--- config.mk ---
export PLATFORM = sky130hd
export DESIGN_NAME = acc_bank_n_flat
export DESIGN_NICKNAME = d
export VERILOG_FILES = /design/src/rtl/acc_bank_pkg.sv /design/src/rtl/acc_bank_if.sv /design/src/rtl/acc_bank_n_lane.sv /design/src/rtl/acc_bank_n.sv /design/src/flat_wrapper.sv
export SDC_FILE = /design/constraint.sdc
export NUM_CORES = 1
export LEC_CHECK = 0
export ABC_AREA = 0
export CORE_ASPECT_RATIO = 1.2
export CORE_MARGIN = 3
export CORE_UTILIZATION = 45
export DETAILED_ROUTE_END_ITERATION = 16
export PLACE_DENSITY = 0.73
export SYNTH_ARGS = -nofsm -noshare
export SYNTH_HDL_FRONTEND = slang
export SYNTH_SLANG_ARGS = --single-unit
--- constraint.sdc ---
create_clock -name clk -period 5.4 [get_ports clk]
set_input_delay 1.62 -clock clk [delete_from_list [all_inputs] [get_ports clk]]
set_output_delay 1.62 -clock clk [all_outputs]
set_load 0.01 [all_outputs]
--- src/rtl/acc_bank_pkg.sv ---
// Shared types and arithmetic helpers for the column accumulator bank.
// Helpers work on 64-bit values; callers truncate to their own widths.
package acc_bank_pkg;

    typedef enum logic {ST_ACC, ST_HOLD} acc_state_t;

    function automatic logic [63:0] sat_max(input int w, input bit sgn);
        logic [63:0] one;
        one = 64'd1;
        return sgn ? (one << (w - 1)) - 64'd1 : (one << w) - 64'd1;
    endfunction

    function automatic logic [63:0] sat_min(input int w, input bit sgn);
        logic [63:0] one;
        one = 64'd1;
        return sgn ? ~((one << (w - 1)) - 64'd1) : 64'd0;
    endfunction

    function automatic logic [63:0] ext(
        input logic [63:0] a,
        input int          aw,
        input int          zw,
        input bit          sgn
    );
        logic [63:0] one;
        logic [63:0] mask;
        logic [63:0] v;
        one  = 64'd1;
        mask = (one << aw) - 64'd1;
        v    = a & mask;
        if (sgn && a[aw-1])
            v = v | ~mask;
        return v & ((one << zw) - 64'd1);
    endfunction

endpackage

--- src/rtl/acc_bank_if.sv ---
// Handshake and data bundle between the array columns, the bank and
// the readout stage.
interface acc_bank_if #(
    parameter int NUM_CH = 4,
    parameter int A_BITS = 8,
    parameter int Z_BITS = 12
);
    logic                     mode_sat;
    logic                     in_valid;
    logic                     in_ready;
    logic [NUM_CH*A_BITS-1:0] a;
    logic [NUM_CH-1:0]        clear;
    logic                     out_valid;
    logic                     out_ready;
    logic [NUM_CH*Z_BITS-1:0] z;
    logic [NUM_CH-1:0]        ovf;

    modport master (
        output mode_sat, in_valid, a, clear, out_ready,
        input  in_ready, out_valid, z, ovf
    );

    modport slave (
        input  mode_sat, in_valid, a, clear, out_ready,
        output in_ready, out_valid, z, ovf
    );
endinterface

--- src/rtl/acc_bank_n_lane.sv ---
// One accumulator column: extend, add, overflow detect, wrap/saturate,
// plus the running-sum and sticky overflow registers.
module acc_lane
    import acc_bank_pkg::*;
#(
    parameter int A_BITS = 8,
    parameter int Z_BITS = 12,
    parameter int SIGNED = 0
) (
    input  logic              clk,
    input  logic              rst,
    input  logic              en,
    input  logic              load,
    input  logic              clear,
    input  logic              hold,
    input  logic              mode_sat,
    input  logic [A_BITS-1:0] a,
    output logic [Z_BITS-1:0] acc,
    output logic              ovf
);
    localparam bit SGN = (SIGNED != 0);

    logic [Z_BITS-1:0] ea;
    logic [Z_BITS-1:0] base;
    logic [Z_BITS-1:0] res;
    logic [Z_BITS:0]   sum;
    logic              fresh;
    logic              ov;

    always_comb begin
        fresh = load | clear;
        ea    = Z_BITS'(ext(64'(a), A_BITS, Z_BITS, SGN));
        base  = fresh ? '0 : acc;
        if (SGN)
            sum = {base[Z_BITS-1], base} + {ea[Z_BITS-1], ea};
        else
            sum = {1'b0, base} + {1'b0, ea};
        // Signed: the extra top bit is the true sign of the sum.
        ov  = SGN ? (sum[Z_BITS] != sum[Z_BITS-1]) : sum[Z_BITS];
        res = sum[Z_BITS-1:0];
        if (ov && mode_sat) begin
            if (SGN && sum[Z_BITS])
                res = Z_BITS'(sat_min(Z_BITS, SGN));
            else
                res = Z_BITS'(sat_max(Z_BITS, SGN));
        end
    end

    always_ff @(posedge clk or negedge rst) begin
        if (!rst) begin
            acc <= '0;
            ovf <= 1'b0;
        end else if (!hold || load) begin
            if (en) begin
                acc <= res;
                ovf <= (fresh ? 1'b0 : ovf) | ov;
            end else if (fresh) begin
                acc <= '0;
                ovf <= 1'b0;
            end
        end
    end

endmodule

--- src/rtl/acc_bank_n.sv ---
// Bank of NUM_CH column accumulators summing FRAME_LEN beats per frame
// and handing the totals off under valid/ready.
module acc_bank_n
    import acc_bank_pkg::*;
#(
    parameter int NUM_CH    = 4,
    parameter int A_BITS    = 8,
    parameter int Z_BITS    = 12,
    parameter int FRAME_LEN = 4,
    parameter int SIGNED    = 0
) (
    input logic        clk,
    input logic        rst,
    acc_bank_if.slave  bus
);
    localparam int CW = $clog2(FRAME_LEN + 1);

    acc_state_t               state_q;
    acc_state_t               state_d;
    logic [CW-1:0]            cnt_q;
    logic [CW-1:0]            cnt_d;
    logic                     in_ready;
    logic                     out_valid;
    logic                     accept;
    logic                     handoff;
    logic                     last;
    logic [NUM_CH*Z_BITS-1:0] z_w;
    logic [NUM_CH-1:0]        ovf_w;

    assign out_valid = (state_q == ST_HOLD);
    assign in_ready  = rst & (!out_valid | bus.out_ready);
    assign accept    = bus.in_valid & in_ready;
    assign handoff   = out_valid & bus.out_ready;
    assign last      = (cnt_q == CW'(FRAME_LEN - 1));

    assign bus.in_ready  = in_ready;
    assign bus.out_valid = out_valid;
    assign bus.z         = z_w;
    assign bus.ovf       = ovf_w;

    always_comb begin
        state_d = state_q;
        cnt_d   = cnt_q;
        unique case (state_q)
            ST_ACC: begin
                if (accept) begin
                    cnt_d = cnt_q + CW'(1);
                    if (last)
                        state_d = ST_HOLD;
                end
            end
            ST_HOLD: begin
                // A beat taken in the handoff cycle opens the next frame.
                if (handoff) begin
                    cnt_d   = accept ? CW'(1) : '0;
                    state_d = (accept && FRAME_LEN == 1) ? ST_HOLD : ST_ACC;
                end
            end
        endcase
    end

    always_ff @(posedge clk or negedge rst) begin
        if (!rst) begin
            state_q <= ST_ACC;
            cnt_q   <= '0;
        end else begin
            state_q <= state_d;
            cnt_q   <= cnt_d;
        end
    end

    for (genvar i = 0; i < NUM_CH; i++) begin : g_lane
        acc_lane #(
            .A_BITS (A_BITS),
            .Z_BITS (Z_BITS),
            .SIGNED (SIGNED)
        ) u_lane (
            .clk      (clk),
            .rst      (rst),
            .en       (accept),
            .load     (handoff),
            .clear    (bus.clear[i] & !out_valid),
            .hold     (out_valid),
            .mode_sat (bus.mode_sat),
            .a        (bus.a[i*A_BITS +: A_BITS]),
            .acc      (z_w[i*Z_BITS +: Z_BITS]),
            .ovf      (ovf_w[i])
        );
    end

endmodule

--- src/flat_wrapper.sv ---
// flat-port wrapper written by rule: the top's interface ports become plain ports
module acc_bank_n_flat import acc_bank_pkg::*;
#(
    parameter int NUM_CH    = 4,
    parameter int A_BITS    = 8,
    parameter int Z_BITS    = 12,
    parameter int FRAME_LEN = 4,
    parameter int SIGNED    = 0
)
  (clk, rst, bus_mode_sat, bus_in_valid, bus_a, bus_clear, bus_out_ready, bus_in_ready, bus_out_valid, bus_z, bus_ovf);
  acc_bank_if #(.NUM_CH(NUM_CH), .A_BITS(A_BITS), .Z_BITS(Z_BITS)) bus_i ();
  input logic clk;
  input logic rst;
  input wire logic [$bits(bus_i.mode_sat)-1:0] bus_mode_sat;
  input wire logic [$bits(bus_i.in_valid)-1:0] bus_in_valid;
  input wire logic [$bits(bus_i.a)-1:0] bus_a;
  input wire logic [$bits(bus_i.clear)-1:0] bus_clear;
  input wire logic [$bits(bus_i.out_ready)-1:0] bus_out_ready;
  output wire logic [$bits(bus_i.in_ready)-1:0] bus_in_ready;
  output wire logic [$bits(bus_i.out_valid)-1:0] bus_out_valid;
  output wire logic [$bits(bus_i.z)-1:0] bus_z;
  output wire logic [$bits(bus_i.ovf)-1:0] bus_ovf;
  assign bus_i.mode_sat = bus_mode_sat;
  assign bus_i.in_valid = bus_in_valid;
  assign bus_i.a = bus_a;
  assign bus_i.clear = bus_clear;
  assign bus_i.out_ready = bus_out_ready;
  assign bus_in_ready = bus_i.in_ready;
  assign bus_out_valid = bus_i.out_valid;
  assign bus_z = bus_i.z;
  assign bus_ovf = bus_i.ovf;
  acc_bank_n #(.NUM_CH(NUM_CH), .A_BITS(A_BITS), .Z_BITS(Z_BITS), .FRAME_LEN(FRAME_LEN), .SIGNED(SIGNED)) u_core (.clk(clk), .rst(rst), .bus(bus_i));
endmodule
**Yosys cells after proc, flatten, opt, wreduce, memory -nomap -nowiden**

Index checks and enable logic that the tools add are counted.

- Flip-flop bits (word level): 56
- Input port bits: 41
- Output and inout bits: 54
- Word-level logic and storage cells: 70

- Add/sub/neg operators: 5
- Eq/ne operators: 3
- Multiplexer cells: 28
- Bitwise operators: 17
- Reductions and logical operators: 7

Operators with widths:

| operator | number |
|---|---|
| 12-bit two-way mux | 12 |
| 12-bit by 8-bit adder with 13-bit output | 4 |
| 1-bit two-way mux | 12 |
| 1-bit OR | 9 |
| 1-bit AND | 7 |
| 3-bit two-way mux | 2 |
| 3-bit case mux with 2 select lines | 1 |
| 1-bit logical AND | 4 |
| 3-bit by 1-bit adder with 3-bit output, second input constant | 1 |
| 3-bit by 2-bit == test with 1-bit output, second input constant | 1 |
| 2-bit by 1-bit != test with 1-bit output, second input constant | 1 |
| 2-bit != test, second input constant | 1 |
| 1-bit case mux with 2 select lines | 1 |
| 2-bit AND reduction | 1 |
| 1-bit zero test | 1 |
| 1-bit logical OR | 1 |
| 1-bit NOT | 1 |

**Logic depth before layout (Yosys ltp)**

- Depth after elaboration: 8
- Gate-level depth with buffers: 14

**Hierarchy**

A second synthesis with hierarchy kept.

- Cell total of the unflattened synthesis: 525
- Area, all modules: 4616.9 um^2

By module, submodules not included:

| module | times used | cells each | area an instance (um^2) | sequential area each (um^2) |
|---|---|---|---|---|
| acc_lane at u_core.g_lane[1].u_lane ... | 2 | 123 | 1077.3 | 325.3 |
| acc_lane at u_core.g_lane[0].u_lane | 1 | 122 | 1084.8 | 325.3 |
| acc_lane at u_core.g_lane[3].u_lane | 1 | 125 | 1069.8 | 325.3 |
| acc_bank_n | 1 | 32 | 307.8 | 100.1 |

**Least setup slack after synthesis**

OpenSTA, ideal clock, no wires.

- Kind: input port to flip-flop
- Start: input bus_out_ready
- End: register u_core.g_lane[1].u_lane.acc[0]
- Setup time: 0.126 ns
- Data arrival time: 4.059 ns
- Required time: 5.274 ns
- Slack: 1.215 ns
- Cell stages on the path: 12
- Buffers on the path: 2
- Cells stage by stage: nand2b_1 -> buf_4 -> o21ai_1 -> clkbuf_1 -> and2_1 -> ha_1 -> fa_1 -> a211oi_2 -> o21bai_2 -> a2111oi_4 -> nor4_1 -> a221o_1

- Word-level cells in the longest chain between the ends: 7
- Elaborated cells between the ends (all ways): 11

RTL lines:

| item | line | source |
|---|---|---|
| from (decl) | flat_wrapper.sv:18 | `input wire logic [$bits(bus_i.out_ready)-1:0] bus_out_ready;` |
| 1-bit AND | acc_bank_n.sv:33 | `assign handoff = out_valid & bus.out_ready;` |
| 1-bit OR | acc_bank_n_lane.sv:31 | `fresh = load \| clear;` |
| 12-bit two-way mux | n/a |  |
| 12-bit by 8-bit adder with 13-bit output | acc_bank_n_lane.sv:37 | `sum = {1'b0, base} + {1'b0, ea};` |
| 1-bit logical AND | acc_bank_n_lane.sv:41 | `if (ov && mode_sat) begin` |
| 12-bit two-way mux | acc_bank_n_lane.sv:41 |  |
| 12-bit two-way mux | acc_bank_n_lane.sv:54 | `if (en) begin` |
| to (signal assigned) | acc_bank_n_lane.sv:55 | `acc <= res;` |
| to (decl) | acc_bank_n_lane.sv:18 | `output logic [Z_BITS-1:0] acc,` |

Parallel ways exist; a longest one is shown, timed or not.
A chain may end at the register's enable or synchronous reset.

**Worst setup path in the final report**

- Start: input bus_out_ready
- End: output bus_in_ready

- Word-level cells in the longest chain between the ends: 2

RTL lines:

| item | line | source |
|---|---|---|
| 1-bit OR | acc_bank_n.sv:31 | `assign in_ready = rst & (!out_valid \| bus.out_ready);` |
| 1-bit AND | acc_bank_n.sv:31 |  |
| to (decl) | flat_wrapper.sv:19 | `output wire logic [$bits(bus_i.in_ready)-1:0] bus_in_ready;` |

Every way passes these cells.

==> results_dict.tcl <==
set metrics [dict create \
    grt_use_total 0.218 \
    dp.cells 650 \
    setup_ws_ns 0.632 \
    final_cell_mix "clkdlybuf4s50_1 (93), dfrtp_1 (56), nand2_1 (43), nor2_1 (39), ha_1 (34)" \
    syn-instance-count 450 \
    antenna_found_initial 0 \
    clock_skew_ns 0.00407 \
    min_path_type "register to register" \
    async_reset_ff_frac 1.00 \
    post_cts_buffers 0 \
    dp_slack_ns 0.501 \
    p_leak_nw 2.28 \
    drt_iter0_markers 148 \
    cellPowerDensity_mw_per_mm2 280 \
    clkSinkCount 56 \
    vias 3693 \
    reg2regPathDepth 10 \
    top_layer_used "met4" \
    finish.net_count 619 \
    yosys_warnings 0 \
    hold_path_depth 1 \
    diodes 0 \
    status "complete, no violations" \
    remaining_drc_errors 0 \
    clk_latency_ns 0.33 \
    ios 95 \
    cts_resized 0 \
    worstPathMaxFanout 6 \
    port-buffer-count 94 \
    max_slew_margin 0.493 \
    cts_made_buffers 5 \
    wl_per_cell_um 16.0 \
    dieArea_mm2 0.0102 \
    htree_levels 2 \
    startpoint_type "primary input" \
    layout_min_cycle_time_ns 4.77 \
    worst-path-stages 4 \
    hpwlAfterDp_um 7970 \
    tightest_slew_ns 0.760 \
    worst_path_largest_cell_delay_ns 0.54 \
    wl_met2_um 5320 \
    cp_top_family "buffers and inverters" \
    period_share 0.883 \
    globalplace.congestion 0.850 \
    fmax_mhz 210 \
    drtAntennaViolNets 0 \
    final-hold-violation-count 0 \
    crit_slowest_cell "clkdlybuf4s50_1" \
    drt-vias-per-instance 5.61 \
    std_cell_rows 37 \
    syn-num-nets 529 \
    cp-end-kind "primary output" \
    drive_above_1_share 0.0481 \
    met3_length_um 388 \
    yosys_register_bits 56 \
    first_pass_iters 4 \
    clkTransAtPathRegs_ns 0.11 \
    path_cells "clkdlybuf4s50_1 -> nand2b_1 -> and2_1 -> clkdlybuf4s50_1" \
    syn_avg_cell_area_um2 9.06 \
    clock_path_buffers 2 \
    maxCapViolations 0 \
    arrival_ns 3.15 \
    rsz0062_at_grt "false" \
    synthDistinctLibCells 54 \
    setup_viol 0 \
    core-area_mm2 0.00870 \
    areaGrowthSynthToFinish_pct 28.2 \
    cts_tree "yes" \
    grt_pass1_vias 3709 \
    fin_tns_setup_ns 0 \
    met1Wirelength_um 4700 \
    crit_required_ns 3.78 \
    mostFrequentLayoutCell "clkdlybuf4s50_1" \
    synth_edf_count 0 \
    final_cell_count_no_fill 658 \
    post-route-util 0.600 \
    cpMostUsedCell "clkdlybuf4s50_1" \
    synth_flop_cell "dfrtp_1" \
    grt-ovfl-total 0 \
    routed_wl_um 10500 \
    grt_pass1_wl_um 17800 \
    critPathBufInv 2 \
    die_w_um 92.9 \
    drv_slew 0 \
    dieHeight_um 110 \
    start_util 0.468 \
    synth-seq-area-share 0.344 \
    cts_hold_buffers 0 \
    worstSetupPathType "primary input to primary output" \
    syn_area_mm2 0.00408 \
    grt_max_degree 60 \
    clockRootBuffer "clkbuf_8" \
    ir_worst_vdd_mv 0.104 \
]
cell families (layout without fill, tap and decap cells):
| group | Yosys count | in the layout | share of synthesized area |
|---|---|---|---|
| adder cells (fa/ha/maj) | 38 | 38 | 0.124 |
| multiplexers | 4 | 4 | 0.00983 |
| buffers and inverters | 28 | 119 | 0.0329 |
| XOR/XNOR | 26 | 26 | 0.0559 |
| AO/OA/AOI/OAI | 141 | 141 | 0.240 |
| flip-flops | 56 | 56 | 0.344 |
| AND/OR/NAND/NOR | 157 | 157 | 0.194 |
power breakdown:
group / switching (mW) / internal [mW]
combinational: 0.324 / 0.316
sequential: 0.0490 / 0.481
clock: 0.154 / 0.138
flip-flops by register name (all words and copies together) (netlist names):
name,count
u_core.bus.out_valid,1
u_core.cnt_q,3
u_core.g_lane.u_lane.acc,48
u_core.g_lane.u_lane.ovf,4
final cells by class:
type,instances,area [um^2]
clock buffers,5,68.8
inverters,10,37.5
fillers,819,3480
multi-input cells,366,2540
repair buffers,101,988
clock inverters,3,42.5
flip-flops and latches,56,1400
well taps,117,146
metal layers:
metal | track usage | vias to the layer above
met3 | 0.0333 | 6
met2 | 0.390 | 70
met4 | 0.0534 | 0
li1 | - | 1830
met5 | 0 | -
met1 | 0.276 | 1787
through the flow:
step	total power, mW	cell area, um^2	hold slack [ns]
2_1_floorplan	0.932	4080	0.447
3_3_place_gp	1.16	5110	0.462
3_5_place_dp	1.18	5110	0.482
4_1_cts	1.48	5230	0.498
5_1_grt	1.57	5230	0.528
6_report	1.46	5230	0.491
Yosys cell counts, drive strengths merged (2+ instances only):
cell type,count,share of area
fa,4,0.020
nand3,9,0.011
inv,10,0.0092
o2111ai,2,0.0043
clkbuf,5,0.0046
xor2,14,0.030
and2,33,0.051
o211ai,12,0.022
a221o,6,0.015
nand2,43,0.040
a31oi,7,0.012
o21ai,27,0.033
a2111oi,2,0.0089
a22oi,6,0.011
xnor2,12,0.026
nand2b,2,0.0031
ha,34,0.10
o21a,3,0.0055
a21o,8,0.015
nor2b,2,0.0031
dfrtp,56,0.34
nor4,3,0.0046
a311o,2,0.0049
nand4,4,0.0061
mux2i,4,0.0098
a21oi,31,0.038
buf,13,0.019
o22ai,2,0.0031
and3,5,0.0077
a2bb2oi,5,0.011
nor3,11,0.017
o21bai,6,0.012
nor2,41,0.042
o31ai,2,0.0037
a211oi,15,0.029
worst paths after layout:
check / slack, ns / start / end
worst max register to register: 1.92 / u_core.bus.out_valid / u_core.g_lane[2].u_lane.acc[7]
max in group asynchronous: 3.39 / rst / u_core.g_lane[0].u_lane.acc[1]
min in group asynchronous: 1.51 / rst / u_core.g_lane[0].u_lane.acc[10]
worst min register to register: 0.49 / u_core.cnt_q[0] / u_core.cnt_q[0]
worst max-delay path: 0.63 / bus_out_ready / bus_in_ready
worst min-delay path: 0.49 / u_core.cnt_q[0] / u_core.cnt_q[0]
No activity file was read; power rests on OpenSTA's default activity.
